$ cat config.mk
export PLATFORM = sky130hd
export DESIGN_NAME = mfp_uart_transmitter
export DESIGN_NICKNAME = d
export VERILOG_FILES = /design/src/rtl/mfp_uart_transmitter.sv
export SDC_FILE = /design/constraint.sdc
export NUM_CORES = 1
export LEC_CHECK = 0
export CORE_AREA = 2 2 91 67
export DETAILED_ROUTE_END_ITERATION = 16
export DIE_AREA = 0 0 93 69
export PLACE_DENSITY = 0.76
export SLEW_MARGIN = 20
export SYNTH_ARGS = -nofsm -noshare
export SYNTH_HDL_FRONTEND = slang
export SYNTH_SLANG_ARGS = --single-unit
$ cat constraint.sdc
create_clock -name clock -period 4.5 [get_ports clock]
set_input_delay 0.45 -clock clock [delete_from_list [all_inputs] [get_ports clock]]
set_output_delay 0.45 -clock clock [all_outputs]
set_load 0.01 [all_outputs]
$ cat src/rtl/mfp_uart_transmitter.sv
// 8N1 UART transmitter with a small input FIFO and fixed baud divider.
// Define MFP_UART_TX_PARITY_EN to insert an even-parity bit before the stop bit.
module mfp_uart_transmitter #(
  parameter int unsigned CLOCK_FREQUENCY = 50000000,
  parameter int unsigned BAUD_RATE       = 115200,
  parameter int unsigned FIFO_DEPTH_LOG2 = 2
) (
  input  logic                     clock,
  input  logic                     reset,
  input  logic [7:0]               tx_data,
  input  logic                     tx_valid,
  output logic                     tx_ready,
  output logic                     tx,
  output logic                     busy,
  output logic [FIFO_DEPTH_LOG2:0] fifo_count
);

  localparam int unsigned CLKS_PER_BIT = CLOCK_FREQUENCY / BAUD_RATE;
  localparam int unsigned DEPTH        = 1 << FIFO_DEPTH_LOG2;
  localparam int unsigned CNT_W        = (CLKS_PER_BIT > 1) ? $clog2(CLKS_PER_BIT) : 1;
  localparam logic [CNT_W-1:0] CNT_LAST = CNT_W'(CLKS_PER_BIT - 1);

  typedef enum logic [2:0] {
    IDLE,
    START,
    DATA,
`ifdef MFP_UART_TX_PARITY_EN
    PARITY,
`endif
    STOP
  } state_t;

  state_t                     state;
  logic [CNT_W-1:0]           baud_cnt;
  logic [2:0]                 bit_idx;
  logic [7:0]                 shift;
  logic [7:0]                 mem [DEPTH];
  logic [FIFO_DEPTH_LOG2-1:0] rd_ptr;
  logic [FIFO_DEPTH_LOG2-1:0] wr_ptr;
  logic [FIFO_DEPTH_LOG2:0]   count;
  logic [7:0]                 head;
  logic                       push;
  logic                       pop;
  logic                       bit_end;
`ifdef MFP_UART_TX_PARITY_EN
  logic                       parity;
`endif

  assign head       = mem[rd_ptr];
  assign tx_ready   = (count != (FIFO_DEPTH_LOG2+1)'(DEPTH));
  assign push       = tx_valid && tx_ready;
  assign bit_end    = (baud_cnt == CNT_LAST);
  // The FSM pops either from IDLE or at the very end of STOP, so frames chain with no gap.
  assign pop        = (count != '0) && ((state == IDLE) || ((state == STOP) && bit_end));
  assign busy       = (state != IDLE) || (count != '0);
  assign fifo_count = count;

  always_ff @(posedge clock) begin
    if (push) mem[wr_ptr] <= tx_data;
  end

  always_ff @(posedge clock) begin
    if (reset) begin
      rd_ptr <= '0;
      wr_ptr <= '0;
      count  <= '0;
    end else begin
      if (push) wr_ptr <= wr_ptr + FIFO_DEPTH_LOG2'(1);
      if (pop)  rd_ptr <= rd_ptr + FIFO_DEPTH_LOG2'(1);
      case ({push, pop})
        2'b10:   count <= count + (FIFO_DEPTH_LOG2+1)'(1);
        2'b01:   count <= count - (FIFO_DEPTH_LOG2+1)'(1);
        default: count <= count;
      endcase
    end
  end

  always_ff @(posedge clock) begin
    if (reset) begin
      state    <= IDLE;
      tx       <= 1'b1;
      baud_cnt <= '0;
      bit_idx  <= '0;
      shift    <= '0;
`ifdef MFP_UART_TX_PARITY_EN
      parity   <= 1'b0;
`endif
    end else begin
      case (state)
        IDLE: begin
          tx <= 1'b1;
          if (pop) begin
            shift    <= head;
`ifdef MFP_UART_TX_PARITY_EN
            parity   <= ^head;
`endif
            tx       <= 1'b0;
            baud_cnt <= '0;
            state    <= START;
          end
        end
        START: begin
          if (bit_end) begin
            tx       <= shift[0];
            shift    <= {1'b0, shift[7:1]};
            baud_cnt <= '0;
            bit_idx  <= '0;
            state    <= DATA;
          end else begin
            baud_cnt <= baud_cnt + CNT_W'(1);
          end
        end
        DATA: begin
          if (bit_end) begin
            baud_cnt <= '0;
            if (bit_idx == 3'd7) begin
`ifdef MFP_UART_TX_PARITY_EN
              tx    <= parity;
              state <= PARITY;
`else
              tx    <= 1'b1;
              state <= STOP;
`endif
            end else begin
              tx      <= shift[0];
              shift   <= {1'b0, shift[7:1]};
              bit_idx <= bit_idx + 3'd1;
            end
          end else begin
            baud_cnt <= baud_cnt + CNT_W'(1);
          end
        end
`ifdef MFP_UART_TX_PARITY_EN
        PARITY: begin
          if (bit_end) begin
            tx       <= 1'b1;
            baud_cnt <= '0;
            state    <= STOP;
          end else begin
            baud_cnt <= baud_cnt + CNT_W'(1);
          end
        end
`endif
        STOP: begin
          if (bit_end) begin
            baud_cnt <= '0;
            if (pop) begin
              shift  <= head;
`ifdef MFP_UART_TX_PARITY_EN
              parity <= ^head;
`endif
              tx     <= 1'b0;
              state  <= START;
            end else begin
              state <= IDLE;
            end
          end else begin
            baud_cnt <= baud_cnt + CNT_W'(1);
          end
        end
        default: begin
          tx    <= 1'b1;
          state <= IDLE;
        end
      endcase
    end
  end

endmodule

## Yosys cells after proc, flatten, opt, wreduce, memory -nomap -nowiden

Memory sizes are Yosys's and may differ from the RTL's. A register that Yosys moved wholly into a read port is not among the register bits.
Cells that the tools add are included.

- Register bits: 31
- Bits in writable memories: 32
- Bits of input ports: 11
- Output and inout port bits: 6
- Memories: 1

Memories:

| memory | depth | width | read ports | clocked after Yosys merged registers in | write ports | RTL line | source |
|---|---|---|---|---|---|---|---|
| mem | 4 | 8 | 1 | 1 | 1 | 37 | `logic [7:0] mem [DEPTH];` |

- $add $sub $neg: 6
- Equal/unequal tests: 15
- Mux-type cells: 32
- Reduce and logical (&&, ||, !) cells: 18

Operator list:

| operator | number |
|---|---|
| $mux 8 | 5 |
| $pmux 8 s4 | 1 |
| $mux 3 | 8 |
| $mux 9 | 2 |
| $pmux 9 s2 | 1 |
| $ne 2x2->1 const B | 7 |
| $pmux 3 s2 | 2 |
| $pmux 3 s4 | 1 |
| $reduce_and 5->1 | 2 |
| $add 9x1->9 const B | 1 |
| $eq 9x9->1 const B | 1 |
| $mux 1 | 9 |
| $reduce_and 4->1 | 2 |
| $add 3x1->3 const B | 2 |
| $eq 3x2->1 const B | 2 |
| $reduce_bool 2->1 | 3 |
| $reduce_bool 3->1 | 2 |
| $add 2x1->2 const B | 2 |
| $mux 2 | 2 |
| $pmux 1 s4 | 1 |
| $reduce_bool 4->1 | 1 |
| $eq 3x1->1 const B | 1 |
| $eq 3x3->1 const B | 1 |
| $logic_and 1x1->1 | 3 |
| 8 further kinds | 9 |

## Longest topological paths before layout

- Depth after elaboration: 7
- Depth in mapped cells: 11
- Depth with buffers taken out: 10

## Worst setup path after synthesis

Ideal clock, no wire load.

- Path kind: register -> register
- From: register baud_cnt[1]
- To: register count[2] (netlist: fifo_count[2])
- Setup time: 0.071 ns
- Data arrival time: 2.361 ns
- Data required time: 4.429 ns
- Path slack: 2.069 ns
- Stages on the path, launching flop included: 12
- Cell sequence: dfxtp_1 -> inv_1 -> ha_1 -> and4b_1 -> buf_6 -> a31oi_1 -> nor2_1 -> ha_1 -> fa_1 -> xnor2_1 -> or3_1 -> a21oi_1

- Cells in the longest elaborated chain, start to end: 6
- Elaborated cells between the ends (all ways): 8
- Classes of those cells: eq/ne (3); mux (1); reduce/logical (4)

Ends and longest elaborated chain:

| what | RTL line | source |
|---|---|---|
| start: declaration | 34 | `logic [CNT_W-1:0] baud_cnt;` |
| start signal: assignment | 110 | `baud_cnt <= baud_cnt + CNT_W'(1);` |
| start signal: assignment | 130 | `baud_cnt <= baud_cnt + CNT_W'(1);` |
| start signal: assignment | 158 | `baud_cnt <= baud_cnt + CNT_W'(1);` |
| $eq 9x9->1 * | 52 | `assign bit_end = (baud_cnt == CNT_LAST);` |
| $logic_and 1x1->1 * | 54 | `assign pop = (count != '0) && ((state == IDLE) \|\| ((state == STOP) && bit_end));` |
| $logic_or 1x1->1 * | 54 |  |
| $logic_and 1x1->1 * | 54 |  |
| named net pop | 43 | `logic pop;` |
| $eq 2x1->1 or $eq 2x2->1 (tied branches) | 70 | `case ({push, pop})` |
| $pmux 3 s2 or $reduce_bool 2->1 (tied branches) | - |  |
| end signal: assignment | 71 | `2'b10: count <= count + (FIFO_DEPTH_LOG2+1)'(1);` |
| end signal: assignment | 72 | `2'b01: count <= count - (FIFO_DEPTH_LOG2+1)'(1);` |
| end signal: assignment | 73 | `default: count <= count;` |
| end: declaration | 40 | `logic [FIFO_DEPTH_LOG2:0] count;` |

The timed path passes the listed nets; every way through them passes the cells marked *.
A chain may end at the register's enable or synchronous reset.

## Worst setup path in the final report

- From: register state[0]
- To: output port busy

- Cells in the longest elaborated chain, start to end: 2

Ends and longest elaborated chain:

| what | RTL line | source |
|---|---|---|
| start: declaration | 33 | `state_t state;` |
| start signal: assignment | 80 | `state <= IDLE;` |
| start signal: assignment | 99 | `state <= START;` |
| start signal: assignment | 108 | `state <= DATA;` |
| $reduce_bool 3->1 | 55 | `assign busy = (state != IDLE) \|\| (count != '0);` |
| $logic_or 1x1->1 | 55 |  |
| end: declaration | 14 | `output logic busy,` |

Every way passes these cells.

==> impl_metrics.json <==
{
  "numPortBuffers": 16,
  "die_h_um": 69,
  "critPathLaunchType": "register",
  "hp-start": "shift[7]$_SDFFE_PP0P_",
  "routedWlPerCell_um": 16.22,
  "final_hold_viol_count": 0,
  "startpoint": "state[0]$_SDFFE_PP0P_",
  "synth_common_cells": "32 x dfxtp_1, 32 x edfxtp_1, 18 x nor3_1",
  "report.final.slew_viol_count": 0,
  "antenna_found_initial": 0,
  "seq_area_frac_synth_pct": 54.26,
  "clkLatencyLatePin_ps": 360,
  "std_cell_rows": 23,
  "synth_area_per_cell_um2": 12.45,
  "cts_buffers": 9,
  "area_growth_pct": 14.03,
  "core-area_um2": 5525,
  "cts.clk_slew.worst_paths_ps": 70,
  "tightest_slew_ps": 646.1,
  "cts-resized-gates": 0,
  "die_area_um2": 6417,
  "gp_congestion": 0.8100,
  "syn-num-nets": 262,
  "yosys-top-cells-area": "edfxtp_1 33%, dfxtp_1 22%, mux4_2 6.1%",
  "die_w_um": 93,
  "grt_pass1_wl_um": 9190,
  "setup_viol": 0,
  "synth.top_cell.area_share_pct": 32.56,
  "postCtsHoldBufs": 0,
  "slew_headroom_pct": 56.76,
  "crit_arrival_ps": 2300,
  "clockRootBuffer": "clkbuf_8",
  "synth_cell_types": 52,
  "hold_class": "register to register",
  "grt_pass1_vias": 1809,
  "synth_top_cell_by_area": "edfxtp_1",
  "whs_ps": 478.7,
  "synth_seq_cells": 64,
  "dp_cells": 318,
  "finClkSkew_ps": 9.908,
  "grt_use_total_pct": 18.83,
  "place_area_um2": 3138,
  "start_util_pct": 53.42,
  "syn-cell-area_um2": 2952,
  "finalCritPeriodShare_pct": 61.12,
  "final_cells": 334,
  "p_leak_nw": 1.178,
  "fin_crit_ps": 2750,
  "fill_cells": 448,
  "fin_setup_tns_ps": 0,
  "synth_edf_count": 32,
  "totalWireLength_um": 5416,
  "yosysWarningCount": 0,
  "stdcell_area_um2": 3366,
  "dp.final_hpwl_um": 3563,
  "htree_levels": 3,
  "drtAntennaViolNets": 0,
  "cts_tree": "yes",
  "outcome": "finished, final reports clean",
  "syn_inst": 237,
  "max_freq_mhz": 363.6,
  "drt-initial-drc-count": 106,
  "cts_sinks": 64,
  "maxCapViolations": 0,
  "pwr_density_cell_nw_per_um2": 659.9,
  "path_max_fanout": 12,
  "required_ps": 4050,
  "fin_nets": 279,
  "gr-total-overflow": 0,
  "async_reset_ff_share_pct": 0,
  "cp-end-kind": "primary output",
  "via_per_inst": 5.781,
  "drt_pass1_iterations": 5,
  "io_pins": 17,
  "critPathKind": "register to primary output",
  "peakVddDrop_mv": 0.3398,
  "drive_gt1_share_pct": 16.22,
  "grt_max_degree": 18,
  "drc_errors": 0,
  "cts_buffer_depth": 2,
  "post_cts_buffers": 0,
  "n_antenna_cell": 0,
  "vias": 1931,
  "rsz0062_at_grt": "no",
  "synthFlopType": "edfxtp_1",
  "r2r_start": "baud_cnt[1]$_SDFFE_PP0P_"
}
-- path summary, 6_finish.rpt --
| path | end | slack (ps) | depth (start not counted) |
|---|---|---|---|
| setup / recovery | busy | 1750 | 5 |
| hold / removal | shift[7]$_SDFFE_PP0P_ | 480 | 2 |
| setup reg to reg | fifo_count[2]$_SDFFE_PP0P_ | 1830 | 10 |
| hold reg to reg | shift[7]$_SDFFE_PP0P_ | 480 | 2 |
-- metal layers --
| layer | up-vias | GRT usage (%) | wire [um] |
|---|---|---|---|
| met3 | 9 | 6.885 | 273 |
| li1 | 942 | - | - |
| met5 | - | 0 | 0 |
| met2 | 50 | 26.33 | 2340 |
| met1 | 930 | 26.93 | 2721 |
| met4 | 0 | 6.863 | 80 |
-- state kept, by name, summed over array words and instances, names as in the netlist, named ones only --
name / flops
mem: 32
baud_cnt: 9
shift: 8
bit_idx: 3
fifo_count: 3
rd_ptr: 2
state: 2
wr_ptr: 2
tx: 1
-- cells by family after synthesis --
| kind of cell | Yosys count | share of synthesized area [%] |
|---|---|---|
| buffers and inverters | 19 | 3.560 |
| muxes | 19 | 10.22 |
| AOI/OAI and AO/OA | 51 | 12.08 |
| adders and majority gates | 14 | 6.189 |
| DFF | 64 | 54.26 |
| and+or+nand+nor | 67 | 12.80 |
| xor gates and xnor gates | 3 | 0.8904 |
-- metrics by stage --
step	total power [mW]	setup slack, ps	utilization (%)
after detailed placement	1.652	1865	56.79
after floorplan	1.472	2069	-
final	2.221	1750	60.91
after global placement	1.644	1947	56.79
after global routing	2.371	1613	60.91
after CTS	2.228	1760	60.91
-- layout make-up --
class | instances | area (um^2) | area share, %
Sequential cell | 64 | 1602 | 47.58
Multi-Input combinational cell | 154 | 1245 | 36.99
Clock inverter | 7 | 103.9 | 3.086
Clock buffer | 9 | 123.9 | 3.680
Inverter | 8 | 30.03 | 0.8922
Tap cell | 75 | 93.84 | 2.788
Timing Repair Buffer | 17 | 167.7 | 4.981
-- where the power goes --
| group | internal, mW | switching, mW |
|---|---|---|
| clock | 0.318 | 0.249 |
| sequential | 0.715 | 0.0802 |
| combinational | 0.386 | 0.472 |
-- worst max-delay path, stage by stage, from the launching register on --
cell	delay, ps
dfxtp_1	390
inv_1	80
ha_1	340
and2_1	230
inv_1	290
clkdlybuf4s50_1	610
-- cells in the final DEF, fill, tap and decap left out, types with 2 or more instances in the layout --
cell type and n:
a21oi_1 17, a22o_1 2, a2bb2oi_1 2, a311oi_1 6
a31oi_1 2, a41oi_1 2, and2_1 2, and3_1 4
bufinv_16 2, clkbuf_8 9, clkdlybuf4s50_1 16, clkinv_4 3
dfxtp_1 32, edfxtp_1 32, ha_1 13, inv_1 8
inv_6 2, mux2_2 9, mux2i_1 2, mux4_2 8
nand2_1 11, nand2b_1 2, nand3_1 2, nand4_1 3
nor2_1 11, nor3_1 18, o21a_1 2, o21ai_0 7
o2bb2ai_1 2, or3_1 2, xnor2_1 2
Note: power is estimated with default switching activity, not from simulation.
